[config.mk]
export PLATFORM = sky130hd
export DESIGN_NAME = indicator_sequencer_flat
export DESIGN_NICKNAME = d
export VERILOG_FILES = /design/src/rtl/indicator_sequencer_pkg.sv /design/src/rtl/indicator_sequencer_if.sv /design/src/rtl/indicator_sequencer_flash_timer.sv /design/src/rtl/indicator_sequencer.sv /design/src/flat_wrapper.sv
export SDC_FILE = /design/constraint.sdc
export NUM_CORES = 1
export LEC_CHECK = 0
export ABC_CLOCK_PERIOD_IN_PS = 2460
export CAP_MARGIN = 30
export CORE_MARGIN = 3
export CORE_UTILIZATION = 25
export CTS_CLUSTER_SIZE = 24
export DETAILED_ROUTE_END_ITERATION = 10
export PLACE_DENSITY = 0.43
export SLEW_MARGIN = 20
export SYNTH_ARGS = -nofsm -noshare
export SYNTH_HDL_FRONTEND = slang
export SYNTH_SLANG_ARGS = --single-unit
export TNS_END_PERCENT = 10
[constraint.sdc]
create_clock -name clk -period 2.46 [get_ports clk]
set_clock_uncertainty 0.05 [all_clocks]
set_input_delay 0.615 -clock clk [delete_from_list [all_inputs] [get_ports clk]]
set_output_delay 0.615 -clock clk [all_outputs]
set_load 0.01 [all_outputs]
[src/rtl/indicator_sequencer_pkg.sv]
// car_light_pkg: shared definitions for the turn-indicator sequencer.
//   SEL_*   : encoding of the exterior-light select bus (0 off, 1 right,
//             2 left, 3 hazard)
//   state_t : sequencer states; COMFORT_L/COMFORT_R exist only when
//             INDICATOR_COMFORT_BLINK_EN is defined
//   sel_of  : state -> exterior-light select decode
package car_light_pkg;

    localparam logic [0:1] SEL_OFF    = 2'd0;
    localparam logic [0:1] SEL_RIGHT  = 2'd1;
    localparam logic [0:1] SEL_LEFT   = 2'd2;
    localparam logic [0:1] SEL_HAZARD = 2'd3;

    typedef enum logic [2:0] {
        IDLE      = 3'd0,
        LEFT      = 3'd1,
        RIGHT     = 3'd2,
`ifdef INDICATOR_COMFORT_BLINK_EN
        COMFORT_L = 3'd3,
        COMFORT_R = 3'd4,
`endif
        HAZARD    = 3'd5
    } state_t;

    function automatic logic [0:1] sel_of(input state_t s);
        case (s)
            LEFT:      return SEL_LEFT;
            RIGHT:     return SEL_RIGHT;
`ifdef INDICATOR_COMFORT_BLINK_EN
            COMFORT_L: return SEL_LEFT;
            COMFORT_R: return SEL_RIGHT;
`endif
            HAZARD:    return SEL_HAZARD;
            default:   return SEL_OFF;
        endcase
    endfunction

endpackage

[src/rtl/indicator_sequencer_if.sv]
// indicator_sequencer_if: driver-controls / lamp-outputs bundle.
//   stalk_left, stalk_right, hazard_btn : debounced synchronous levels in
//   sel_ext [0:1]                       : exterior-light select out
//   flash                               : blink waveform out
//   tick                                : one-cycle pulse on flash rising
// master = the controls/lamp side, slave = the sequencer.
interface indicator_sequencer_if;
    logic       stalk_left;
    logic       stalk_right;
    logic       hazard_btn;
    logic [0:1] sel_ext;
    logic       flash;
    logic       tick;

    modport master (
        output stalk_left, stalk_right, hazard_btn,
        input  sel_ext, flash, tick
    );

    modport slave (
        input  stalk_left, stalk_right, hazard_btn,
        output sel_ext, flash, tick
    );
endinterface

[src/rtl/indicator_sequencer_flash_timer.sv]
// flash_timer: blink phase generator.
//   clk, rst    : clock, asynchronous active-high reset
//   i_run       : sequencer will be in a non-idle state next cycle
//   i_restart   : start a fresh blink (flash=1, tick=1 next cycle)
//   o_flash     : registered blink waveform, HALF_PERIOD cycles per phase
//   o_tick      : registered one-cycle pulse on each flash 0->1
//   o_ons       : completed on-phases, saturating at COMFORT_FLASHES
//   o_phase_end : current cycle is the last of the current phase
module flash_timer #(
    parameter int unsigned HALF_PERIOD     = 4,
    parameter int unsigned COMFORT_FLASHES = 3,
    localparam int unsigned PW = (HALF_PERIOD > 1) ? $clog2(HALF_PERIOD) : 1,
    localparam int unsigned OW = $clog2(COMFORT_FLASHES + 1)
) (
    input  logic          clk,
    input  logic          rst,
    input  logic          i_run,
    input  logic          i_restart,
    output logic          o_flash,
    output logic          o_tick,
    output logic [OW-1:0] o_ons,
    output logic          o_phase_end
);

    localparam logic [PW-1:0] PHASE_LAST = PW'(HALF_PERIOD - 1);
    localparam logic [OW-1:0] ONS_MAX    = OW'(COMFORT_FLASHES);

    logic [PW-1:0] r_phase;
    logic          r_flash;
    logic          r_tick;
    logic [OW-1:0] r_ons;

    always_ff @(posedge clk or posedge rst) begin
        if (rst) begin
            r_phase <= '0;
            r_flash <= 1'b0;
            r_tick  <= 1'b0;
            r_ons   <= '0;
        end else if (!i_run) begin
            r_phase <= '0;
            r_flash <= 1'b0;
            r_tick  <= 1'b0;
            r_ons   <= '0;
        end else if (i_restart) begin
            r_phase <= '0;
            r_flash <= 1'b1;
            r_tick  <= 1'b1;
            r_ons   <= '0;
        end else if (r_phase == PHASE_LAST) begin
            r_phase <= '0;
            r_flash <= ~r_flash;
            // Leaving an off-phase is exactly a 0->1 flash transition.
            r_tick  <= ~r_flash;
            if (r_flash && (r_ons != ONS_MAX))
                r_ons <= r_ons + 1'b1;
        end else begin
            r_phase <= r_phase + 1'b1;
            r_tick  <= 1'b0;
        end
    end

    assign o_flash     = r_flash;
    assign o_tick      = r_tick;
    assign o_ons       = r_ons;
    assign o_phase_end = (r_phase == PHASE_LAST);

endmodule

[src/rtl/indicator_sequencer.sv]
// indicator_sequencer: turn-indicator / hazard sequencer.
//   clk : system clock (rising edge)
//   rst : asynchronous active-high reset
//   bus : indicator_sequencer_if.slave (stalks and hazard button in,
//         sel_ext / flash / tick out, all outputs registered)
// Optional feature: define INDICATOR_COMFORT_BLINK_EN to enable comfort
// blinking (a short stalk tap completes COMFORT_FLASHES flashes).
module indicator_sequencer
    import car_light_pkg::*;
#(
    parameter int unsigned HALF_PERIOD     = 4,
    parameter int unsigned TAP_CYCLES      = 16,
    parameter int unsigned COMFORT_FLASHES = 3
) (
    input  logic                  clk,
    input  logic                  rst,
    indicator_sequencer_if.slave  bus
);

    localparam int unsigned OW = $clog2(COMFORT_FLASHES + 1);

    state_t        r_state;
    state_t        w_next;
    logic [0:1]    r_sel;
    logic          r_haz;
    logic          r_btn_prev;
    logic          r_btn_armed;

    logic          w_stalk_l;
    logic          w_stalk_r;
    logic          w_btn_edge;
    logic          w_haz_next;
    logic          w_run;
    logic          w_restart;
    logic          w_flash;
    logic          w_tick;
    logic          w_phase_end;
    logic [OW-1:0] w_ons;

    // Both stalks high is an invalid combination and reads as neither.
    assign w_stalk_l = bus.stalk_left  & ~bus.stalk_right;
    assign w_stalk_r = bus.stalk_right & ~bus.stalk_left;

    // r_btn_armed only sets once the button has been seen low after reset,
    // so a button held through reset release cannot produce an edge.
    assign w_btn_edge = bus.hazard_btn & ~r_btn_prev & r_btn_armed;
    assign w_haz_next = r_haz ^ w_btn_edge;

`ifdef INDICATOR_COMFORT_BLINK_EN
    localparam int unsigned   HW       = $clog2(TAP_CYCLES + 2);
    localparam logic [HW-1:0] HOLD_TAP = HW'(TAP_CYCLES);
    localparam logic [HW-1:0] HOLD_MAX = HW'(TAP_CYCLES + 1);
    localparam logic [OW-1:0] ONS_MAX  = OW'(COMFORT_FLASHES);

    logic [HW-1:0] r_hold;
    logic          w_comfort_done;

    assign w_comfort_done = w_phase_end & ~w_flash & (w_ons == ONS_MAX);

    always_ff @(posedge clk or posedge rst) begin
        if (rst)
            r_hold <= '0;
        else if ((w_next == LEFT) || (w_next == RIGHT)) begin
            if (w_next != r_state)
                r_hold <= HW'(1);
            else if (r_hold != HOLD_MAX)
                r_hold <= r_hold + 1'b1;
        end else
            r_hold <= '0;
    end
`else
    logic w_unused;
    assign w_unused = w_phase_end ^ (^w_ons) ^ (TAP_CYCLES > 0);
`endif

    always_comb begin
        w_next    = IDLE;
        w_restart = 1'b0;
        if (w_haz_next)
            w_next = HAZARD;
        else if (w_stalk_l)
            w_next = LEFT;
        else if (w_stalk_r)
            w_next = RIGHT;
        else begin
            case (r_state)
`ifdef INDICATOR_COMFORT_BLINK_EN
                LEFT:      if ((r_hold <= HOLD_TAP) && (w_ons < ONS_MAX)) w_next = COMFORT_L;
                RIGHT:     if ((r_hold <= HOLD_TAP) && (w_ons < ONS_MAX)) w_next = COMFORT_R;
                COMFORT_L: if (!w_comfort_done) w_next = COMFORT_L;
                COMFORT_R: if (!w_comfort_done) w_next = COMFORT_R;
`endif
                default:   w_next = IDLE;
            endcase
        end
        w_restart = (w_next != IDLE) && (w_next != r_state);
`ifdef INDICATOR_COMFORT_BLINK_EN
        // Tap release carries the running blink into comfort unchanged.
        if (((r_state == LEFT) && (w_next == COMFORT_L)) ||
            ((r_state == RIGHT) && (w_next == COMFORT_R)))
            w_restart = 1'b0;
`endif
    end

    assign w_run = (w_next != IDLE);

    always_ff @(posedge clk or posedge rst) begin
        if (rst) begin
            r_state     <= IDLE;
            r_sel       <= SEL_OFF;
            r_haz       <= 1'b0;
            r_btn_prev  <= 1'b0;
            r_btn_armed <= 1'b0;
        end else begin
            r_state     <= w_next;
            r_sel       <= sel_of(w_next);
            r_haz       <= w_haz_next;
            r_btn_prev  <= bus.hazard_btn;
            r_btn_armed <= r_btn_armed | ~bus.hazard_btn;
        end
    end

    flash_timer #(
        .HALF_PERIOD     (HALF_PERIOD),
        .COMFORT_FLASHES (COMFORT_FLASHES)
    ) u_flash_timer (
        .clk         (clk),
        .rst         (rst),
        .i_run       (w_run),
        .i_restart   (w_restart),
        .o_flash     (w_flash),
        .o_tick      (w_tick),
        .o_ons       (w_ons),
        .o_phase_end (w_phase_end)
    );

    assign bus.sel_ext = r_sel;
    assign bus.flash   = w_flash;
    assign bus.tick    = w_tick;

endmodule

[src/flat_wrapper.sv]
// flat-port wrapper written by rule: the top's interface ports become plain ports
module indicator_sequencer_flat import car_light_pkg::*;
#(
    parameter int unsigned HALF_PERIOD     = 4,
    parameter int unsigned TAP_CYCLES      = 16,
    parameter int unsigned COMFORT_FLASHES = 3
)
  (clk, rst, bus_stalk_left, bus_stalk_right, bus_hazard_btn, bus_sel_ext, bus_flash, bus_tick);
  indicator_sequencer_if bus_i ();
  input  logic clk;
  input  logic rst;
  input wire logic [$bits(bus_i.stalk_left)-1:0] bus_stalk_left;
  input wire logic [$bits(bus_i.stalk_right)-1:0] bus_stalk_right;
  input wire logic [$bits(bus_i.hazard_btn)-1:0] bus_hazard_btn;
  output wire logic [$bits(bus_i.sel_ext)-1:0] bus_sel_ext;
  output wire logic [$bits(bus_i.flash)-1:0] bus_flash;
  output wire logic [$bits(bus_i.tick)-1:0] bus_tick;
  assign bus_i.stalk_left = bus_stalk_left;
  assign bus_i.stalk_right = bus_stalk_right;
  assign bus_i.hazard_btn = bus_hazard_btn;
  assign bus_sel_ext = bus_i.sel_ext;
  assign bus_flash = bus_i.flash;
  assign bus_tick = bus_i.tick;
  indicator_sequencer #(.HALF_PERIOD(HALF_PERIOD), .TAP_CYCLES(TAP_CYCLES), .COMFORT_FLASHES(COMFORT_FLASHES)) u_core (.clk(clk), .rst(rst), .bus(bus_i));
endmodule
==> impl_metrics.tcl, run 1 <==
set metrics [dict create \
    status "finished clean" \
    period_minus_slack_ps 1890 \
    grt_pass1_vias 324 \
    critical_path_class "reg2out" \
    synth-simple-area-share 0.192 \
    hold_viol_final 0 \
    slew_violations 0 \
    grt_remaining_overflow 0 \
    combPwrFrac 0.365 \
    fp.dieArea_mm2 0.00237 \
    synth_ff_type "dfrtp_1" \
    ir_worst_vdd_mv 0.382 \
    clock_path_buffers 2 \
    synth-seq-cells 10 \
    die_w_um 48.7 \
    ctsHoldBuffers 0 \
    grt_most_used_layer "met2" \
    synth_top_family_by_area "simple AND/OR/NAND/NOR gates" \
    ant_nets 0 \
    setup_tns_ps 0 \
    cts_sinks 10 \
    netlist.area_leader.share 0.549 \
    cts_setup_buffers 0 \
    syn_inst 39 \
    cp.required_ps 1790 \
    min_path_type "reg2reg" \
    drive_gt1_frac 0.160 \
    dpl_worst_slack_ps 322 \
    wirelength_um 739 \
    finalWorstSetupSlack_ps 566 \
    slowest_stage "clkdlybuf4s50_1" \
    relSlewSlack 0.763 \
    end_kind "output pin" \
    cpPeakStageDelay_ps 560 \
    synthTopCellsByArea "dfrtp_1, nand2b_1, o32ai_2" \
    ys_types 20 \
    gp_congestion 0.722 \
    grt_max_degree 11 \
    synth_edf_count 0 \
    maxCapViolations 0 \
    cts.repair.resized 0 \
    initial_core_util 0.283 \
    synth_commonest_cells "dfrtp_1, inv_1, nor2_1" \
    power_density_mw_per_mm2 1090 \
    seq_area_frac_synth 0.549 \
    area_growth_pct 30.5 \
    power_frac_seq 0.409 \
    path_delay_family "buffers and inverters" \
    crit_arrival_ps 1230 \
    cts_max_level 1 \
    io_pins 9 \
    use_met3 0.0276 \
    cts_tree "built" \
    synth.net_count 45 \
    drcViolationCount 0 \
    worstPathMaxFanout 5 \
    drt_iter0_markers 3 \
    core-area_mm2 0.00161 \
    clock_latency_ps 260 \
    grt_pass1_wl_um 1340 \
    crit_buf_inv 1 \
    rsz0062_at_grt "no" \
    die_height_um 48.7 \
    num_antenna_cells 0 \
    tightest_slew_ps 355 \
    pwr-share-clk 0.225 \
    synth_area_um2 455 \
    num_vias 311 \
    cts_buffers 3 \
    fmax_mhz 528 \
    sw_frac_of_total 0.315 \
    finalNetCount 57 \
    vias_per_cell 4.20 \
    rows 14 \
    synthAdderAreaFrac 0.0275 \
    avgRoutedWirePerCell_um 9.99 \
    synth.largest_area_cell "dfrtp_1" \
    startpoint_type "flip-flop" \
    p_int_w 0.000443 \
    cp_cell_sequence "clkdlybuf4s50_1" \
    port_buffers 8 \
    async_flop_share 1.00 \
    grtUsageMet1 0.0875 \
    yosys_warnings 0 \
    synth_compound_area_frac 0.126 \
    antenna_found_initial 0 \
    yosys-mux-area-fraction 0 \
    gr-usage-met2 0.106 \
    fin_crit_sh 0.770 \
    switchingPower_w 0.000204 \
    grt_use_total 0.0737 \
    synth-xor-area-share 0.0549 \
    yosysMostFrequentCell "dfrtp_1" \
    setup_viol 0 \
    root_buffer "clkbuf_4" \
    p_leak_nw 0.252 \
    syn_area_per_cell_um2 11.7 \
    clk_pin_slew_ps 60 \
    fill_cells 176 \
    drt-pass1-iter-count 3 \
]
-- flip-flops by register name, summed over array words and instances (netlist names) --
register / cells
u_core.u_flash_timer.o_tick: 1
u_core.u_flash_timer.o_flash: 1
u_core.u_flash_timer.r_phase: 2
u_core.r_btn_prev: 1
u_core.r_btn_armed: 1
u_core.r_haz: 1
u_core.bus.sel_ext: 1
u_core.r_state: 2
-- per-layer routing --
layer  part of all wire  wire (um)
met4                  0          0
met3              0.068         50
met5                  0          0
met1               0.47        346
met2               0.46        342
-- final cells by class --
cell class              instances  area [um2]  share of cell area
inverters                       4        15.0              0.0253
multi-input cells              24         183               0.307
flip-flops and latches         10         250               0.421
repair buffers                  8        80.1               0.135
well taps                      24        30.0              0.0505
clock buffers                   4        36.3              0.0611
-- stage by stage --
step	std cells	power, W	utilization	instance area [um2]	hold slack (ps)
detailed placement	70	0.000507	0.346	558	390
global placement	70	0.000505	0.346	558	384
CTS	74	0.000656	0.369	594	398
global route	74	0.000694	0.369	594	435
floorplan	39	0.000417	-	455	367
finish	74	0.000646	0.369	594	389
-- worst reg2reg max path, delay by kind of cell, from the launching register on --
kind	cells	cell delay, ps
DFF	1	460
AOI/OAI and AO/OA	2	400
and+or+nand+nor	1	380
-- power by group through the flow --
stage	Combinational (W)	Sequential [W]	Clock, W
floorplan	0.000147	0.000270	0
global placement	0.000240	0.000264	0
detailed placement	0.000240	0.000267	0
CTS	0.000241	0.000265	0.000150
global route	0.000263	0.000273	0.000158
finish	0.000236	0.000265	0.000146
-- path summary, 6_finish.rpt --
path	startpoint	to	slack, ps	depth (start not counted)
max in group asynchronous	rst	u_core.u_flash_timer.r_phase[1]$_DFF_PP0_	1530	2
worst max register to register	u_core.r_haz$_DFF_PP0_	u_core.u_flash_timer.o_flash$_DFFE_PP0P_	1040	3
min in group asynchronous	rst	u_core.u_flash_timer.o_flash$_DFFE_PP0P_	570	2
worst max-delay path	u_core.r_state[0]$_DFF_PP0_	bus_sel_ext[1]	570	1
worst min-delay path	u_core.u_flash_timer.r_phase[0]$_DFF_PP0_	u_core.u_flash_timer.r_phase[0]$_DFF_PP0_	390	1
worst min register to register	u_core.u_flash_timer.r_phase[0]$_DFF_PP0_	u_core.u_flash_timer.r_phase[0]$_DFF_PP0_	390	1
-- cells in the final DEF (no fill, tap or decap), types with 2 or more instances in the layout --
cell type        netlist  layout
clkbuf_4               0       3
o21ai_0                2       2
nor2_1                 4       4
nand2_1                2       2
nand2b_1               3       3
dfrtp_1               10      10
clkdlybuf4s50_1        0       8
inv_1                  4       4
-- kinds of logic after synthesis --
kind of cell               Yosys count
AOI/OAI and AO/OA                    6
xor gates and xnor gates             2
adders and majority gates            1
buffers and inverters                5
DFF                                 10
and+or+nand+nor                     15
(Power assumes the default switching activity.)
==> run 2, diff against run 1 <==
- ABC_CLOCK_PERIOD_IN_PS: 2460 -> 1500
- PLACE_DENSITY: 0.43 -> 0.44
- clock period: 2.46 -> 1.5 ns (I/O delays scaled with it)
==> impl_metrics.tcl, run 2 (synthesis gave the netlist of run 1 again) <==
set metrics [dict create \
    gp_congestion 0.682 \
    core-area_mm2 0.00161 \
    hold_viol_final 0 \
    p_leak_nw 0.313 \
    grt_pass1_wl_um 1570 \
    pwr-share-clk 0.214 \
    fill_cells 168 \
    final_common_cell "dfrtp_1" \
    drive_gt1_frac 0.268 \
    ant_nets 0 \
    power_frac_seq 0.373 \
    grt_pass1_vias 376 \
    fin_util 0.401 \
    power_density_mw_per_mm2 1710 \
    grt_most_used_layer "met2" \
    end_kind "flip-flop" \
    die_height_um 48.7 \
    post_dp_cell_area_um2 596 \
    worstPathMaxFanout 4 \
    antenna_found_initial 0 \
    io_pins 9 \
    maxCapViolations 0 \
    fin_cells 80 \
    slew_violations 0 \
    use_met3 0.0307 \
    cp.required_ps 1580 \
    clock_latency_ps 260 \
    fin_hold_ws_ps 236 \
    finalNetCount 63 \
    grt_remaining_overflow 0 \
    mostFrequentLayoutCells "dfrtp_1, buf_4, nor2_1, inv_1, dlygate4sd2_1" \
    multi_input_area_um2 188 \
    die_w_um 48.7 \
    fp.dieArea_mm2 0.00237 \
    top_regs "u_core.r_state (2), u_core.u_flash_timer.r_phase (2)" \
    switchingPower_w 0.000348 \
    clk_pin_slew_ps 70 \
    register_area_um2 250 \
    min-delay-start "bus_hazard_btn" \
    dp_hpwl_um 644 \
    crit_start "u_core.r_state[0]$_DFF_PP0_" \
    setup_viol 0 \
    grtUsageMet1 0.109 \
    period_minus_slack_ps 1420 \
    drcViolationCount 0 \
    initial_core_util 0.283 \
    drt-pass1-iter-count 2 \
    avgRoutedWirePerCell_um 10.4 \
    cts_sinks 10 \
    grt_use_total 0.0854 \
    rows 14 \
    rsz0062_at_grt "no" \
    cts_buffers 3 \
    drt_iter0_markers 14 \
    clock_path_buffers 2 \
    fmax_mhz 703 \
    root_buffer "clkbuf_4" \
    combPwrFrac 0.413 \
    wirelength_um 834 \
    status "finished clean" \
    startpoint_type "flip-flop" \
    p_int_w 0.000755 \
    critical_path_class "reg2reg" \
    reg2reg_from "u_core.r_state[0]$_DFF_PP0_" \
    tightest_slew_ps 395 \
    area_growth_pct 42.0 \
    min_path_type "in2reg" \
    crit_arrival_ps 1510 \
    cts_tree "built" \
    cts_max_level 1 \
    port_buffers 8 \
    ir_worst_vdd_mv 0.697 \
    num_vias 327 \
    relSlewSlack 0.737 \
    gr-usage-met2 0.133 \
    dp_cells 75 \
    vias_per_cell 4.09 \
    fin_area_um2 647 \
    sw_frac_of_total 0.316 \
    fin_crit_sh 0.948 \
    num_antenna_cells 0 \
    grt_max_degree 11 \
]
-- run 2: cell count changes in the layout (fill, tap and decap cells not counted), sizes merged --
cell,delta
dlymetal6s2s,+3
dlygate4sd2,+4
buf,+6
clkdlybuf4s50,-7
-- run 2: routing by layer --
| layer | vias to the layer above | wire length (um) |
|---|---|---|
| met3 | 0 | 43 |
| li1 | 164 | - |
| met2 | 8 | 384 |
| met4 | 0 | 0 |
| met1 | 155 | 406 |
| met5 | - | 0 |
-- run 2: repair_timing --
action,CTS,global route
endpoints found under the setup margin,7,6
buffers inserted,1,0
gates resized for setup,4,5
hold buffers,0,0
pin swaps,1,5
cloned,0,0
-- run 2: worst paths after layout --
check	endpoint	slack, ps	cells past startpoint
hold reg to reg	u_core.u_flash_timer.r_phase[0]$_DFF_PP0_	390	1
setup reg to reg	u_core.u_flash_timer.o_flash$_DFFE_PP0P_	80	4
hold / removal	u_core.r_btn_prev$_DFF_PP0_	240	1
max in group asynchronous	u_core.r_haz$_DFF_PP0_	760	2
setup / recovery	u_core.u_flash_timer.o_flash$_DFFE_PP0P_	80	4
min in group asynchronous	u_core.r_btn_armed$_DFF_PP0_	350	2
-- run 2: layout make-up --
type,instances,share of cell area
flip-flops and latches,10,0.387
multi-input cells,24,0.290
repair buffers,14,0.197
clock buffers,4,0.0561
well taps,24,0.0464
inverters,4,0.0232
-- run 2: worst max-delay path, stage by stage (launching register included) --
cell and delay (ps):
dfrtp_1 380, buf_4 140, or3_1 310, a211oi_2 300, o32ai_2 120
-- run 2: power groups by stage --
stage / Sequential, W / Combinational [W] / Clock (W)
floorplan: 0.000443 / 0.000241 / 0
global placement: 0.000417 / 0.000459 / 0
detailed placement: 0.000426 / 0.000467 / 0
CTS: 0.000411 / 0.000458 / 0.000247
global route: 0.000424 / 0.000505 / 0.000261
finish: 0.000412 / 0.000455 / 0.000236
-- run 2: stage by stage --
stage,setup TNS (ps),worst slack (ps),total power (W)
after detailed placement,-1890,-380,0.000892
after global routing,0,36.9,0.00119
final,0,78.1,0.00110
after CTS,-154,-73.8,0.00112
after floorplan,0,146,0.000684
after global placement,-1780,-362,0.000876
==> run 3, diff against run 2 <==
- ABC_AREA: default -> 1
==> impl_metrics.tcl, run 3 <==
set metrics [dict create \
    top_regs "u_core.r_state (2), u_core.u_flash_timer.r_phase (2)" \
    clock_latency_ps 260 \
    path_delay_family "simple AND/OR/NAND/NOR gates" \
    ir_worst_vdd_mv 0.545 \
    fill_cells 174 \
    cpPeakStageDelay_ps 280 \
    synthAdderAreaFrac 0.0275 \
    p_leak_nw 0.386 \
    drt-pass1-iter-count 4 \
    slew_violations 0 \
    crit_top_cell "nand2_1" \
    synth_ff_type "dfrtp_1" \
    fin_util 0.423 \
    fp.dieArea_mm2 0.00237 \
    syn_inst 54 \
    grt_max_degree 11 \
    die_height_um 48.7 \
    grt_remaining_overflow 0 \
    synthTopCellsByArea "dfrtp_1, inv_1, nand2_1" \
    port_buffers 8 \
    ys_types 12 \
    power_density_mw_per_mm2 1060 \
    fin_cells 97 \
    clk_pin_slew_ps 60 \
    reg2reg_from "u_core.r_btn_armed$_DFF_PP0_" \
    maxCapViolations 0 \
    final_common_cell "inv_1" \
    crit_cells 11 \
    synth_area_um2 455 \
    clock_path_buffers 2 \
    root_buffer "clkbuf_4" \
    synth-seq-cells 10 \
    tightest_slew_ps 390 \
    yosys-mux-area-fraction 0 \
    drcViolationCount 0 \
    grt_pass1_wl_um 1440 \
    dp_hpwl_um 618 \
    crit_buf_inv 1 \
    synth.net_count 60 \
    io_pins 9 \
    worstPathMaxFanout 5 \
    totalPowerFinal_w 0.000721 \
    hold_viol_final 0 \
    grt_use_total 0.0814 \
    drive_gt1_frac 0.342 \
    initial_core_util 0.283 \
    dp_cells 91 \
    synth_edf_count 0 \
    syn_area_per_cell_um2 8.43 \
    num_vias 380 \
    startpoint_type "input port" \
    yosys_warnings 0 \
    min_path_type "in2async" \
    cts_buffers 3 \
    end_kind "flip-flop" \
    fin_crit_sh 0.911 \
    synth_commonest_cells "inv_1, nand2_1, dfrtp_1" \
    setup_viol 0 \
    cts_sinks 10 \
    cts_tree "built" \
    synth.largest_area_cell "dfrtp_1" \
    dpl_worst_slack_ps -411 \
    ant_nets 0 \
    synth_top_family_by_area "simple AND/OR/NAND/NOR gates" \
    finalWorstSetupSlack_ps 133 \
    antenna_found_initial 0 \
    seq_area_frac_synth 0.549 \
    crit_arrival_ps 1470 \
    num_antenna_cells 0 \
    status "finished clean" \
    rows 14 \
    rsz0062_at_grt "no" \
    drt_iter0_markers 14 \
    grt_pass1_vias 338 \
    cp_cell_sequence "dlygate4sd2_1 -> nand3_2 -> nand2_1 -> nand2_2 -> nand2_2 -> nand2_2 -> nand3_2 -> nor2_4 -> nand2_1 -> nand2_1 -> nand2_1" \
    avgRoutedWirePerCell_um 8.57 \
    ff2ff_path_depth 10 \
    rrSetupSlack_ps 140 \
    period_minus_slack_ps 1370 \
    cp.required_ps 1600 \
    core-area_mm2 0.00161 \
    async_flop_share 1.00 \
    vias_per_cell 3.92 \
    synth_compound_area_frac 0 \
    slowest_stage "dlygate4sd2_1" \
    gp_congestion 0.652 \
    synth-xor-area-share 0 \
    finalNetCount 81 \
    relSlewSlack 0.739 \
    area_growth_pct 49.7 \
    die_w_um 48.7 \
    synth-simple-area-share 0.291 \
    r2r_end "u_core.u_flash_timer.o_flash$_DFFE_PP0P_" \
    netlist.area_leader.share 0.549 \
    yosysMostFrequentCell "inv_1" \
    cts_max_level 1 \
    fmax_mhz 731 \
    wirelength_um 831 \
    critical_path_class "in2reg" \
    mostFrequentLayoutCells "inv_1, dfrtp_1, nand2_1, buf_4, dlygate4sd2_1" \
]
[run 3: cell types whose count changed in the layout (fill, tap and decap cells not counted), moves of 4 or more]
cell	delta
nand3_1	+4
inv_1	+8
nand2_2	+4
nand2_1	+7
[run 3: how the worst max path moves through the flow]
stage	from	to	slack (ps)
3_5_place_dp	bus_hazard_btn	u_core.u_flash_timer.o_flash$_DFFE_PP0P_	-410
3_3_place_gp	bus_hazard_btn	u_core.u_flash_timer.o_flash$_DFFE_PP0P_	-410
2_1_floorplan	u_core.r_btn_armed$_DFF_PP0_	u_core.u_flash_timer.o_flash$_DFFE_PP0P_	200
5_1_grt	u_core.r_btn_armed$_DFF_PP0_	u_core.u_flash_timer.o_flash$_DFFE_PP0P_	9
4_1_cts	bus_stalk_right	u_core.u_flash_timer.o_flash$_DFFE_PP0P_	-0.1
6_report	bus_hazard_btn	u_core.u_flash_timer.o_flash$_DFFE_PP0P_	130
[run 3: report_power, final]
| part | switching, W | total [W] | internal [W] |
|---|---|---|---|
| logic | 0.000111 | 0.000216 | 0.000104 |
| clock network | 0.0000798 | 0.000172 | 0.0000920 |
| registers | 0.0000205 | 0.000333 | 0.000313 |
[run 3: cell type report]
class / instances / area [um2] / area share
multi-input cells: 29 / 180 / 0.264
repair buffers: 17 / 146 / 0.215
inverters: 14 / 52.6 / 0.0771
well taps: 24 / 30.0 / 0.0440
clock buffers: 3 / 22.5 / 0.0330
flip-flops and latches: 10 / 250 / 0.367
[run 3: cell families (layout without fill, tap and decap cells)]
logic type                 count (synthesis)  count (layout)
DFF                                       10              10
adders and majority gates                  1               1
buffers and inverters                     15              34
and+or+nand+nor                           28              28
[run 3: layer usage]
metal  wire length [um]  share of wire  GRT usage  up-vias
met5                  0              0          0        -
met4                  5         0.0060     0.0284        0
met3                 65          0.078     0.0583        2
met2                392           0.47      0.113        9
met1                368           0.44     0.0968      168
li1                   -              -          -      201
[run 3: what timing repair did]
action                     4_1_cts  5_1_grt
pin swaps                        1        6
gates resized for setup          7       11
hold buffers                     0        0
setup endpoints to repair        8        4
setup buffers                    0        3
gates cloned                     0        0
[run 3: stage by stage]
| stage | cell area, um2 | TNS (ps) | hold WS, ps |
|---|---|---|---|
| 6_report | 682 | 0 | 348 |
| 5_1_grt | 682 | 0 | 392 |
| 4_1_cts | 627 | -0.110 | 358 |
| 3_5_place_dp | 603 | -1600 | 447 |
| 3_3_place_gp | 603 | -1620 | 445 |
| 2_1_floorplan | 455 | 0 | 165 |
